File: src/rtl/simd_sat_au_pkg.sv
`default_nettype none
// ============================================================================
//  Package  : au_pkg
//  Purpose  : Shared types and helpers for the saturating SIMD arithmetic
//             unit: operation encoding, flag bundle and saturation limits.
//  Ports    : n/a (package)
//  Revision : 1.0 - initial release
// ============================================================================
package au_pkg;

    typedef enum logic [1:0] {
        AU_ADD  = 2'b00,
        AU_SUB  = 2'b01,
        AU_PADD = 2'b10,
        AU_PSUB = 2'b11
    } au_op_e;

    typedef struct packed {
        logic v;
        logic n;
        logic z;
    } au_flags_t;

    // Largest positive two's-complement value of a w-bit field (0111...1),
    // returned zero-extended to 64 bits; callers cast to their width.
    function automatic logic [63:0] sat_max(input int unsigned w);
        return (64'd1 << (w - 1)) - 64'd1;
    endfunction

    // Most negative two's-complement value of a w-bit field (1000...0).
    function automatic logic [63:0] sat_min(input int unsigned w);
        return 64'd1 << (w - 1);
    endfunction

endpackage
`default_nettype wire

File: src/rtl/simd_sat_au_if.sv
`default_nettype none
// ============================================================================
//  Interface : simd_sat_au_if
//  Purpose   : Operand/result handshake bundle of the saturating arithmetic
//              unit, plus the registered flag outputs.
//  Signals   : in_valid/in_ready/in_op/in_flag_en/in_a/in_b  (request side)
//              out_valid/out_ready/out_result                 (result side)
//              flag_v/flag_n/flag_z                           (flag register)
//  Modports  : master - producer/consumer around the unit
//              slave  - the unit itself
//  Revision  : 1.0 - initial release
// ============================================================================
interface simd_sat_au_if
    import au_pkg::*;
#(
    parameter int WIDTH = 16
) ();

    logic             in_valid;
    logic             in_ready;
    au_op_e           in_op;
    logic             in_flag_en;
    logic [WIDTH-1:0] in_a;
    logic [WIDTH-1:0] in_b;

    logic             out_valid;
    logic             out_ready;
    logic [WIDTH-1:0] out_result;

    logic             flag_v;
    logic             flag_n;
    logic             flag_z;

    modport master (
        output in_valid, in_op, in_flag_en, in_a, in_b, out_ready,
        input  in_ready, out_valid, out_result, flag_v, flag_n, flag_z
    );

    modport slave (
        input  in_valid, in_op, in_flag_en, in_a, in_b, out_ready,
        output in_ready, out_valid, out_result, flag_v, flag_n, flag_z
    );

endinterface
`default_nettype wire

File: src/rtl/simd_sat_au_sat_lane.sv
`default_nettype none
// ============================================================================
//  Module   : sat_lane
//  Purpose  : Combinational W-bit add/subtract segment with signed overflow
//             detection and saturation.
//  Ports    : a, b   - segment operands
//             sub    - invert b (subtract)
//             cin    - carry into the segment LSB
//             sum    - raw wrapped sum
//             cout   - carry out of the segment MSB
//             ovf    - signed overflow of this segment
//             tsign  - sign of the mathematically exact result
//             sat    - segment result after saturation
//  Revision : 1.0 - initial release
// ============================================================================
module sat_lane
    import au_pkg::*;
#(
    parameter int W = 8
) (
    input  logic [W-1:0] a,
    input  logic [W-1:0] b,
    input  logic         sub,
    input  logic         cin,
    output logic [W-1:0] sum,
    output logic         cout,
    output logic         ovf,
    output logic         tsign,
    output logic [W-1:0] sat
);

    localparam logic [W-1:0] LANE_MAX = W'(sat_max(W));
    localparam logic [W-1:0] LANE_MIN = W'(sat_min(W));

    logic [W-1:0] b_eff;
    logic [W:0]   total;

    always_comb begin
        b_eff = sub ? ~b : b;
        total = {1'b0, a} + {1'b0, b_eff} + {{W{1'b0}}, cin};
    end

    assign sum   = total[W-1:0];
    assign cout  = total[W];
    // Like-signed operands producing an opposite-signed sum cannot be exact.
    assign ovf   = (a[W-1] == b_eff[W-1]) && (sum[W-1] != a[W-1]);
    // On overflow the wrapped MSB is wrong; the carry out holds the true sign.
    assign tsign = ovf ? cout : sum[W-1];
    assign sat   = ovf ? (tsign ? LANE_MIN : LANE_MAX) : sum;

endmodule
`default_nettype wire

File: src/rtl/simd_sat_au.sv
`default_nettype none
// ============================================================================
//  Module   : simd_sat_au
//  Purpose  : Two-stage pipelined saturating add/sub unit with full-width and
//             packed-lane modes and a registered V/N/Z flag set.
//  Ports    : clk  - clock, rising edge
//             rst  - asynchronous active-high reset
//             bus  - simd_sat_au_if.slave (request, result, flags)
//  Revision : 1.0 - initial release
// ============================================================================
module simd_sat_au
    import au_pkg::*;
#(
    parameter int WIDTH = 16,
    parameter int LANES = 2
) (
    input  logic          clk,
    input  logic          rst,
    simd_sat_au_if.slave  bus
);

    localparam int LANE_W = WIDTH / LANES;

    localparam logic [WIDTH-1:0] FULL_MAX = WIDTH'(sat_max(WIDTH));
    localparam logic [WIDTH-1:0] FULL_MIN = WIDTH'(sat_min(WIDTH));

    // ------------------------------------------------------------------
    // Pipeline state
    // ------------------------------------------------------------------
    logic             s1_valid;
    au_op_e           s1_op;
    logic             s1_flag_en;
    logic [WIDTH-1:0] s1_sum;
    logic [WIDTH-1:0] s1_sat;
    logic             s1_ovf;
    logic             s1_tsign;

    logic             s2_valid;
    logic [WIDTH-1:0] s2_result;
    au_flags_t        s2_flags;
    logic             s2_flag_en;

    au_flags_t        flags_q;

    logic             s2_adv;
    logic             s1_adv;

    assign s2_adv = ~s2_valid | bus.out_ready;
    assign s1_adv = ~s1_valid | s2_adv;

    // ------------------------------------------------------------------
    // Stage 0: lane adders driven straight from the operands
    // ------------------------------------------------------------------
    au_op_e           op_in;
    logic             sub_in;
    logic             packed_in;
    logic [WIDTH-1:0] lane_sum;
    logic [WIDTH-1:0] lane_sat;
    logic [LANES-1:0] lane_ovf;
    logic [LANES-1:0] lane_tsign;

    assign op_in     = bus.in_op;
    assign sub_in    = (op_in == AU_SUB)  || (op_in == AU_PSUB);
    assign packed_in = (op_in == AU_PADD) || (op_in == AU_PSUB);

    for (genvar i = 0; i < LANES; i++) begin : g_lane
        logic cin;
        logic cout;

        if (i == 0) begin : g_first
            assign cin = sub_in;
        end else begin : g_chain
            // Packed ops restart each lane with its own carry-in; full-width
            // ops ripple the previous lane's carry so the lanes form one adder.
            assign cin = packed_in ? sub_in : g_lane[i-1].cout;
        end

        sat_lane #(
            .W (LANE_W)
        ) u_lane (
            .a     (bus.in_a[i*LANE_W +: LANE_W]),
            .b     (bus.in_b[i*LANE_W +: LANE_W]),
            .sub   (sub_in),
            .cin   (cin),
            .sum   (lane_sum[i*LANE_W +: LANE_W]),
            .cout  (cout),
            .ovf   (lane_ovf[i]),
            .tsign (lane_tsign[i]),
            .sat   (lane_sat[i*LANE_W +: LANE_W])
        );
    end

    // Lower-lane overflow/sign are already folded into each lane's saturated
    // value, and the top carry into the top lane's true sign.
    logic unused_bits;
    assign unused_bits = ^{g_lane[LANES-1].cout, lane_ovf, lane_tsign};

    // ------------------------------------------------------------------
    // Stage 1 -> 2 combinational: pick saturation scope, derive flags
    // ------------------------------------------------------------------
    logic             s1_packed;
    logic [WIDTH-1:0] res_next;
    au_flags_t        flags_next;

    always_comb begin
        s1_packed  = (s1_op == AU_PADD) || (s1_op == AU_PSUB);
        res_next   = s1_sum;
        if (s1_packed) begin
            res_next = s1_sat;
        end else if (s1_ovf) begin
            // With the chain closed the top lane sees the whole word's signs,
            // so its overflow/true sign decide saturation of the full word.
            res_next = s1_tsign ? FULL_MIN : FULL_MAX;
        end
        flags_next.v = s1_ovf;
        flags_next.n = s1_tsign;
        flags_next.z = (res_next == '0);
    end

    // ------------------------------------------------------------------
    // Registers
    // ------------------------------------------------------------------
    always_ff @(posedge clk or posedge rst) begin
        if (rst) begin
            s1_valid   <= 1'b0;
            s1_op      <= AU_ADD;
            s1_flag_en <= 1'b0;
            s1_sum     <= '0;
            s1_sat     <= '0;
            s1_ovf     <= 1'b0;
            s1_tsign   <= 1'b0;
            s2_valid   <= 1'b0;
            s2_result  <= '0;
            s2_flags   <= '0;
            s2_flag_en <= 1'b0;
            flags_q    <= '0;
        end else begin
            if (s1_adv) begin
                s1_valid <= bus.in_valid;
                if (bus.in_valid) begin
                    s1_op      <= op_in;
                    s1_flag_en <= bus.in_flag_en;
                    s1_sum     <= lane_sum;
                    s1_sat     <= lane_sat;
                    s1_ovf     <= lane_ovf[LANES-1];
                    s1_tsign   <= lane_tsign[LANES-1];
                end
            end
            if (s2_adv) begin
                s2_valid <= s1_valid;
                if (s1_valid) begin
                    s2_result  <= res_next;
                    s2_flags   <= flags_next;
                    s2_flag_en <= s1_flag_en;
                end
            end
            if (s2_valid && bus.out_ready && s2_flag_en) begin
                flags_q <= s2_flags;
            end
        end
    end

    // ------------------------------------------------------------------
    // Outputs
    // ------------------------------------------------------------------
    assign bus.in_ready   = s1_adv;
    assign bus.out_valid  = s2_valid;
    assign bus.out_result = s2_result;
    assign bus.flag_v     = flags_q.v;
    assign bus.flag_n     = flags_q.n;
    assign bus.flag_z     = flags_q.z;

endmodule
`default_nettype wire

File: src/flat_wrapper.sv
// flat-port wrapper written by rule: the top's interface ports become plain ports
module simd_sat_au_flat import au_pkg::*;
#(
    parameter int WIDTH = 16,
    parameter int LANES = 2
)
  (clk, rst, bus_in_valid, bus_in_op, bus_in_flag_en, bus_in_a, bus_in_b, bus_out_ready, bus_in_ready, bus_out_valid, bus_out_result, bus_flag_v, bus_flag_n, bus_flag_z);
  simd_sat_au_if #(.WIDTH(WIDTH)) bus_i ();
  input  logic clk;
  input  logic rst;
  input wire logic [$bits(bus_i.in_valid)-1:0] bus_in_valid;
  input wire logic [$bits(bus_i.in_op)-1:0] bus_in_op;
  input wire logic [$bits(bus_i.in_flag_en)-1:0] bus_in_flag_en;
  input wire logic [$bits(bus_i.in_a)-1:0] bus_in_a;
  input wire logic [$bits(bus_i.in_b)-1:0] bus_in_b;
  input wire logic [$bits(bus_i.out_ready)-1:0] bus_out_ready;
  output wire logic [$bits(bus_i.in_ready)-1:0] bus_in_ready;
  output wire logic [$bits(bus_i.out_valid)-1:0] bus_out_valid;
  output wire logic [$bits(bus_i.out_result)-1:0] bus_out_result;
  output wire logic [$bits(bus_i.flag_v)-1:0] bus_flag_v;
  output wire logic [$bits(bus_i.flag_n)-1:0] bus_flag_n;
  output wire logic [$bits(bus_i.flag_z)-1:0] bus_flag_z;
  assign bus_i.in_valid = bus_in_valid;
  assign bus_i.in_op = bus_in_op;
  assign bus_i.in_flag_en = bus_in_flag_en;
  assign bus_i.in_a = bus_in_a;
  assign bus_i.in_b = bus_in_b;
  assign bus_i.out_ready = bus_out_ready;
  assign bus_in_ready = bus_i.in_ready;
  assign bus_out_valid = bus_i.out_valid;
  assign bus_out_result = bus_i.out_result;
  assign bus_flag_v = bus_i.flag_v;
  assign bus_flag_n = bus_i.flag_n;
  assign bus_flag_z = bus_i.flag_z;
  simd_sat_au #(.WIDTH(WIDTH), .LANES(LANES)) u_core (.clk(clk), .rst(rst), .bus(bus_i));
endmodule
File: config.mk
export PLATFORM = sky130hd
export DESIGN_NAME = simd_sat_au_flat
export DESIGN_NICKNAME = d
export VERILOG_FILES = /design/src/rtl/simd_sat_au_pkg.sv /design/src/rtl/simd_sat_au_if.sv /design/src/rtl/simd_sat_au_sat_lane.sv /design/src/rtl/simd_sat_au.sv /design/src/flat_wrapper.sv
export SDC_FILE = /design/constraint.sdc
export NUM_CORES = 1
export LEC_CHECK = 0
export ABC_AREA = 1
export CORE_MARGIN = 10
export CORE_UTILIZATION = 59
export CTS_BUF_LIST = sky130_fd_sc_hd__clkbuf_8
export CTS_CLUSTER_DIAMETER = 150
export DETAILED_ROUTE_END_ITERATION = 6
export MAX_ROUTING_LAYER = met4
export PLACE_DENSITY = 0.95
export SYNTH_ARGS = -nofsm -noshare
export SYNTH_HDL_FRONTEND = slang
export SYNTH_SLANG_ARGS = --single-unit
File: constraint.sdc
create_clock -name clk -period 5.2 [get_ports clk]
set_input_delay 0.78 -clock clk [delete_from_list [all_inputs] [get_ports clk]]
set_output_delay 0.78 -clock clk [all_outputs]
set_load 0.02 [all_outputs]
==> impl_metrics.tcl <==
set metrics [dict create \
    report.final.hold_viol_count 0 \
    p_per_area_nw_per_um2 442 \
    drt_wl_total_um 8190 \
    synth_edf_count 0 \
    async_flop_share_pct 100 \
    met2_usage_pct 28.3 \
    dp_cells 547 \
    ant_nets 0 \
    critPathLaunchType "input pin" \
    critPathKind "in2reg" \
    clock_skew_ns 0.00903 \
    ys.flop_type "dfrtp_1" \
    seq_area_frac_synth_pct 42.6 \
    path_clk_slew_ns 0.07 \
    dp_hpwl_um 5920 \
    place_congestion 0.883 \
    yosys-top-cells-count "nand2_1 (130), dfrtp_1 (60), nor2_1 (36)" \
    fin_ws_ns 1.38 \
    die_height_um 97.3 \
    period_minus_slack_ns 3.82 \
    timing.final.max_slew_violations 0 \
    worst_path_largest_cell_delay_ns 0.61 \
    yosysMostFrequentCell "nand2_1" \
    synth_top_area_share_pct 42.6 \
    required_ns 5.41 \
    crit_chain "clkdlybuf4s50_1, xor2_1, ha_1, nand2_1, inv_1, o21ai_1, nand3_1, a21oi_1, o21ai_0, o21ai_0, fa_1, inv_1, fa_1, nor3b_1, nor3_1, nand2_1, nand2_1, nor2_1, nand2_1, nand3_1" \
    grt_pass1_wl_um 13700 \
    drc_errors 0 \
    synth.avg_cell_area_sq_um 8.31 \
    syn-num-nets 480 \
    tns_ns 0 \
    end_kind "flip-flop" \
    fp-row-count 28 \
    clockBufferDepth 2 \
    fmax_mhz 262 \
    ios 60 \
    slew_headroom_pct 52.0 \
    run_status "finished clean" \
    diodes 0 \
    num_vias 3066 \
    cts_tree "done" \
    start_util_pct 60.2 \
    yosys.area.top_type "dfrtp_1" \
    postSynthCellCount 424 \
    first_pass_iters 5 \
    hold_path.class "reg2reg" \
    cts-resized-gates 0 \
    critPathSlowestCell "clkdlybuf4s50_1" \
    setup_viol 0 \
    grt_max_degree 61 \
    grt_pass1_vias 3031 \
    path_max_fanout 7 \
    wl_per_cell_um 14.5 \
    cts_buffers 9 \
    use_met1_pct 20.5 \
    critPathBufInv 3 \
    ir_drop_mv 0.270 \
    ctsHoldBuffers 0 \
    drt_iter0_drc 183 \
    root_buffer "clkbuf_8" \
    synth_area_leaders "dfrtp_1 (43%), nand2_1 (14%), ha_1 (5.0%), xor2_1 (5.0%), nor2_1 (3.8%)" \
    use_met3_pct 4.41 \
    areaGrowthSynthToFinish_pct 24.3 \
    cpMostUsedCell "nand2_1" \
    dp_slack_ns 1.03 \
    instances_no_fill 563 \
    synth_warnings 0 \
    syn-cell-area_sq_um 3520 \
    power.leakage_nw 2.15 \
    top_usage_layer "met2" \
    critical_path_arrival_ns 4.03 \
    io_buffers 59 \
    antenna_found_initial 0 \
    worst_slew_pin_slew_ns 0.719 \
    die_w_um 97.3 \
    die-area_sq_um 9470 \
    clock_latency_ns 0.34 \
    synth_seq_cells 60 \
    grtUsageTotal_pct 17.5 \
    vias_per_cell 5.45 \
    post_cts_buffers 0 \
    timing.critical_path.max_delay_family "adder cells" \
    core_area_sq_um 5850 \
    rsz0062_at_grt "no" \
    nets 539 \
    h-tree-depth 3 \
    period_share_pct 73.5 \
    max_cap_violations 0 \
    cts_sinks 60 \
    drive_above_1_share_pct 9.63 \
    overflow 0 \
    ys_types 39 \
]
-- through the flow --
step / hold WS [ns] / power [mW] / instance area, sq um / util, %
after floorplan: 0.449 / 1.17 / 3520 / -
after global placement: 0.463 / 1.41 / 4150 / 70.9
after detailed placement: 0.467 / 1.45 / 4150 / 70.9
after CTS: 0.487 / 1.94 / 4380 / 74.9
after global routing: 0.508 / 2.05 / 4380 / 74.9
final: 0.487 / 1.94 / 4380 / 74.9
-- worst reg2reg max path, cell delays in order (launching register included) --
cell     delay [ns]
dfrtp_1        0.77
inv_1          0.17
a21oi_2        0.55
nand2_1        0.19
nor2_1         0.14
nand3_1        0.09
o21ai_1        0.09
-- flip-flops by register name, indices dropped and copies added (netlist names) --
| name | cells |
|---|---|
| u_core.bus.out_result | 16 |
| u_core.s1_sum | 16 |
| u_core.s1_sat | 15 |
| u_core.s2_flags | 3 |
| u_core.bus.flag_n | 1 |
| u_core.bus.flag_v | 1 |
| u_core.bus.flag_z | 1 |
| u_core.bus.out_valid | 1 |
| u_core.s1_flag_en | 1 |
| u_core.s1_op | 1 |
| u_core.s1_ovf | 1 |
| u_core.s1_tsign | 1 |
| u_core.s1_valid | 1 |
| u_core.s2_flag_en | 1 |
-- cell type report --
| type | count | area [sq um] |
|---|---|---|
| Inverter | 34 | 130 |
| Fill cell | 422 | 1470 |
| Clock inverter | 4 | 70.1 |
| Sequential cell | 60 | 1500 |
| Clock buffer | 12 | 165 |
| Timing Repair Buffer | 61 | 606 |
| Multi-Input combinational cell | 317 | 1820 |
| Tap cell | 75 | 93.8 |
-- layout by cell type (no fill, tap or decap), drive strengths merged, types with 3 or more instances in the layout --
cell type,count
nand2,139
o21a,3
dfrtp,60
a31oi,5
clkinv,4
inv,32
clkbuf,12
a22oi,11
nand3,25
nand4,6
nor2,39
ha,14
fa,3
clkdlybuf4s50,59
o21ai,20
a21oi,21
xor2,20
-- per-layer routing --
metal | vias to the layer above | part of all wire [%]
li1 | 1504 | -
met1 | 1441 | 43
met2 | 108 | 49
met3 | 13 | 6.7
met4 | 0 | 1.7
met5 | - | 0
-- where the power goes --
| part | switching [mW] | internal, mW |
|---|---|---|
| clock network | 0.177 | 0.307 |
| registers | 0.0939 | 0.619 |
| logic | 0.425 | 0.313 |
-- cell families (layout without fill, tap and decap cells) --
logic type	Yosys count	count (layout)	share of synthesized area, %
simple gates	214	214	28.4
compound gates	63	63	10.5
flops	60	60	42.6
buf+inv	47	111	5.89
xor+xnor	21	21	5.22
fa+ha+maj	17	17	6.67
mux	2	2	0.639
-- worst paths after layout --
path	startpoint	to	slack (ns)	cells after the start
hold reg to reg	u_core.bus.out_result[15]	u_core.bus.out_result[15]	0.49	2
max in group asynchronous	rst	u_core.s1_sum[14]	3.75	3
min in group asynchronous	rst	u_core.bus.out_result[7]	0.97	3
setup reg to reg	u_core.s1_op[1]	u_core.s2_flags[0]	3.13	6
hold / removal	u_core.bus.out_result[15]	u_core.bus.out_result[15]	0.49	2
setup / recovery	bus_in_op[0]	u_core.s1_sat[14]	1.38	20
No activity file was read; power rests on OpenSTA's default activity.
==> edit: new RTL, same flow settings <==
Reset style: synchronous (`rst`), changed in one clocked block. Comments in the files are not updated.
--- a/src/rtl/simd_sat_au.sv
+++ b/src/rtl/simd_sat_au.sv
@@ -120,7 +120,7 @@
     // ------------------------------------------------------------------
     // Registers
     // ------------------------------------------------------------------
-    always_ff @(posedge clk or posedge rst) begin
+    always_ff @(posedge clk) begin
         if (rst) begin
             s1_valid   <= 1'b0;
             s1_op      <= AU_ADD;
Function: differs if rst is asserted again (counterexample within 4 cycles, from zero or initial values and one cycle with rst high); with rst held inactive, the same outputs for 4 cycles.
==> edit against the original RTL <==
Cell count increased by 10%. Worst setup slack got worse by 0.30 ns. Wire length increased by 0.82%. First-iteration DRC count increased by 80%. Via count increased by 9.7%. Final area decreased by 3.1%. Area after synthesis decreased by 0.89%. Sequential cell count unchanged. Combinational power decreased by 46%. Power decreased by 34%. Worst hold slack got worse by 0.032 ns. Largest power group is now sequential cells.
==> edit: results <==
metrics = {
    "outcome": {
        "outcome": "finished clean",
    },
    "global_routing": {
        "grt_start_max_net_pins": 39,
        "grt_pass1_vias": 3111,
        "antenna_found_initial": 0,
        "grt_pass1_wl_mm": 14.0,
        "grt_usage_pct": 17.5,
    },
    "power_and_ir_drop": {
        "max-vdd-ir-drop_mv": 0.175,
        "total_leakage_power_uw": 0.00202,
    },
    "min_path": {
        "whs_endpoint": "u_core.bus.flag_z$_SDFFE_PP0P_",
        "min_path_cells": 2,
        "hold_path_class": "flop to flop",
        "min_from": "u_core.bus.flag_z$_SDFFE_PP0P_",
    },
    "critical_path": {
        "crit_path_end": "u_core.s1_sat[14]$_SDFFE_PP0P_",
        "path_max_fanout": 5,
        "regToRegEndpoint": "u_core.bus.out_result[13]$_SDFFE_PP0P_",
        "crit_arrival_ns": 4.40,
        "r2r_cells": 3,
        "r2r_start": "u_core.s1_op[1]$_SDFFE_PP0P_",
        "reg2reg_slack_ns": 3.16,
    },
    "logic_synthesis": {
        "synth_warnings": 0,
        "synth_common_cells": "121 x nand2_1, 60 x dfxtp_1, 52 x inv_1, 47 x a21oi_1, 45 x nor2_1",
        "synth_ff_type": "dfxtp_1",
        "seq_area_frac_synth_pct": 34.4,
        "syn-num-nets": 546,
        "ys_types": 41,
        "synthTopCellsByArea": "dfxtp_1 34%, nand2_1 13%, a21oi_1 6.7%",
        "synthArstFlopShare_pct": 0,
    },
    "drt": {
        "wirelength_mm": 8.26,
        "drt_iter0_markers": 329,
        "vias": 3362,
    },
    "timing": {
        "hold_viol": 0,
        "finClkSkew_ns": 0.00657,
        "worst_pin_slew_ns": 0.799,
        "whs_ns": 0.455,
    },
    "clock_tree": {
        "worstSkewPairLatency_ns": 0.34,
        "clkSlewWorstSetupHoldPaths_ns": 0.06,
        "h-tree-depth": 3,
        "cts_resized": 0,
        "clockBufferDepth": 2,
        "postCtsSetupBuffers": 0,
        "ctsHoldBuffers": 0,
    },
    "finish": {
        "drive_above_1_share_pct": 9.31,
        "n_antenna_cell": 0,
        "final_net_count": 599,
    },
    "place": {
        "place.gp.congestion": 0.869,
        "port_buffers": 59,
        "dp_hpwl_mm": 6.31,
    },
}
==> edit: stage by stage <==
stage / setup slack (ns) / cells / total power (uW) / instance area (sq um)
floorplan: 1.48 / 490 / 825 / 3490
global placement: 0.962 / 604 / 920 / 4090
detailed placement: 0.741 / 604 / 936 / 4090
CTS: 1.08 / 620 / 1270 / 4250
global route: 0.638 / 620 / 1350 / 4250
finish: 1.08 / 620 / 1280 / 4250
==> edit: cell families after synthesis <==
logic type,after synthesis,synth area share (%)
xor gates and xnor gates,19,4.98
AOI/OAI and AO/OA,94,14.8
and+or+nand+nor,216,28.8
adders and majority gates,17,6.73
DFF,60,34.4
buffers and inverters,83,10.0
muxes,1,0.287
==> edit: area by class of cell <==
class / instances / area [sq um]
clock buffer: 10 / 138
clock inverter: 6 / 25.0
fill: 418 / 1390
inverter: 63 / 239
multi-input combinational: 347 / 1940
sequential: 60 / 1200
tap: 72 / 90.1
timing repair buffer: 62 / 613
==> edit: per-layer routing <==
layer | global-route usage (%) | share of wire [%]
met1 | 20.6 | 44
met2 | 27.5 | 46
met3 | 4.83 | 8.1
met4 | 7.44 | 2.1
met5 | - | 0
==> edit: power breakdown <==
group	internal, uW	switching (uW)	total, uW
logic	160	236	397
registers	508	28.6	536
clock network	177	165	342
==> edit: critical path: stages <==
cell	delay (ns)
clkdlybuf4s50_1	0.65
xor2_1	0.27
fa_1	0.26
inv_1	0.05
o21ai_1	0.23
nand2_1	0.13
a21oi_1	0.21
inv_1	0.07
a21oi_1	0.11
o21ai_0	0.10
fa_1	0.39
inv_1	0.10
fa_1	0.21
inv_1	0.06
nor3_1	0.18
nor2_1	0.09
nand2_1	0.08
nand2_1	0.05
nor2_1	0.13
nand2_1	0.06
nand2_1	0.05
nor2_1	0.04
nor2_1	0.08
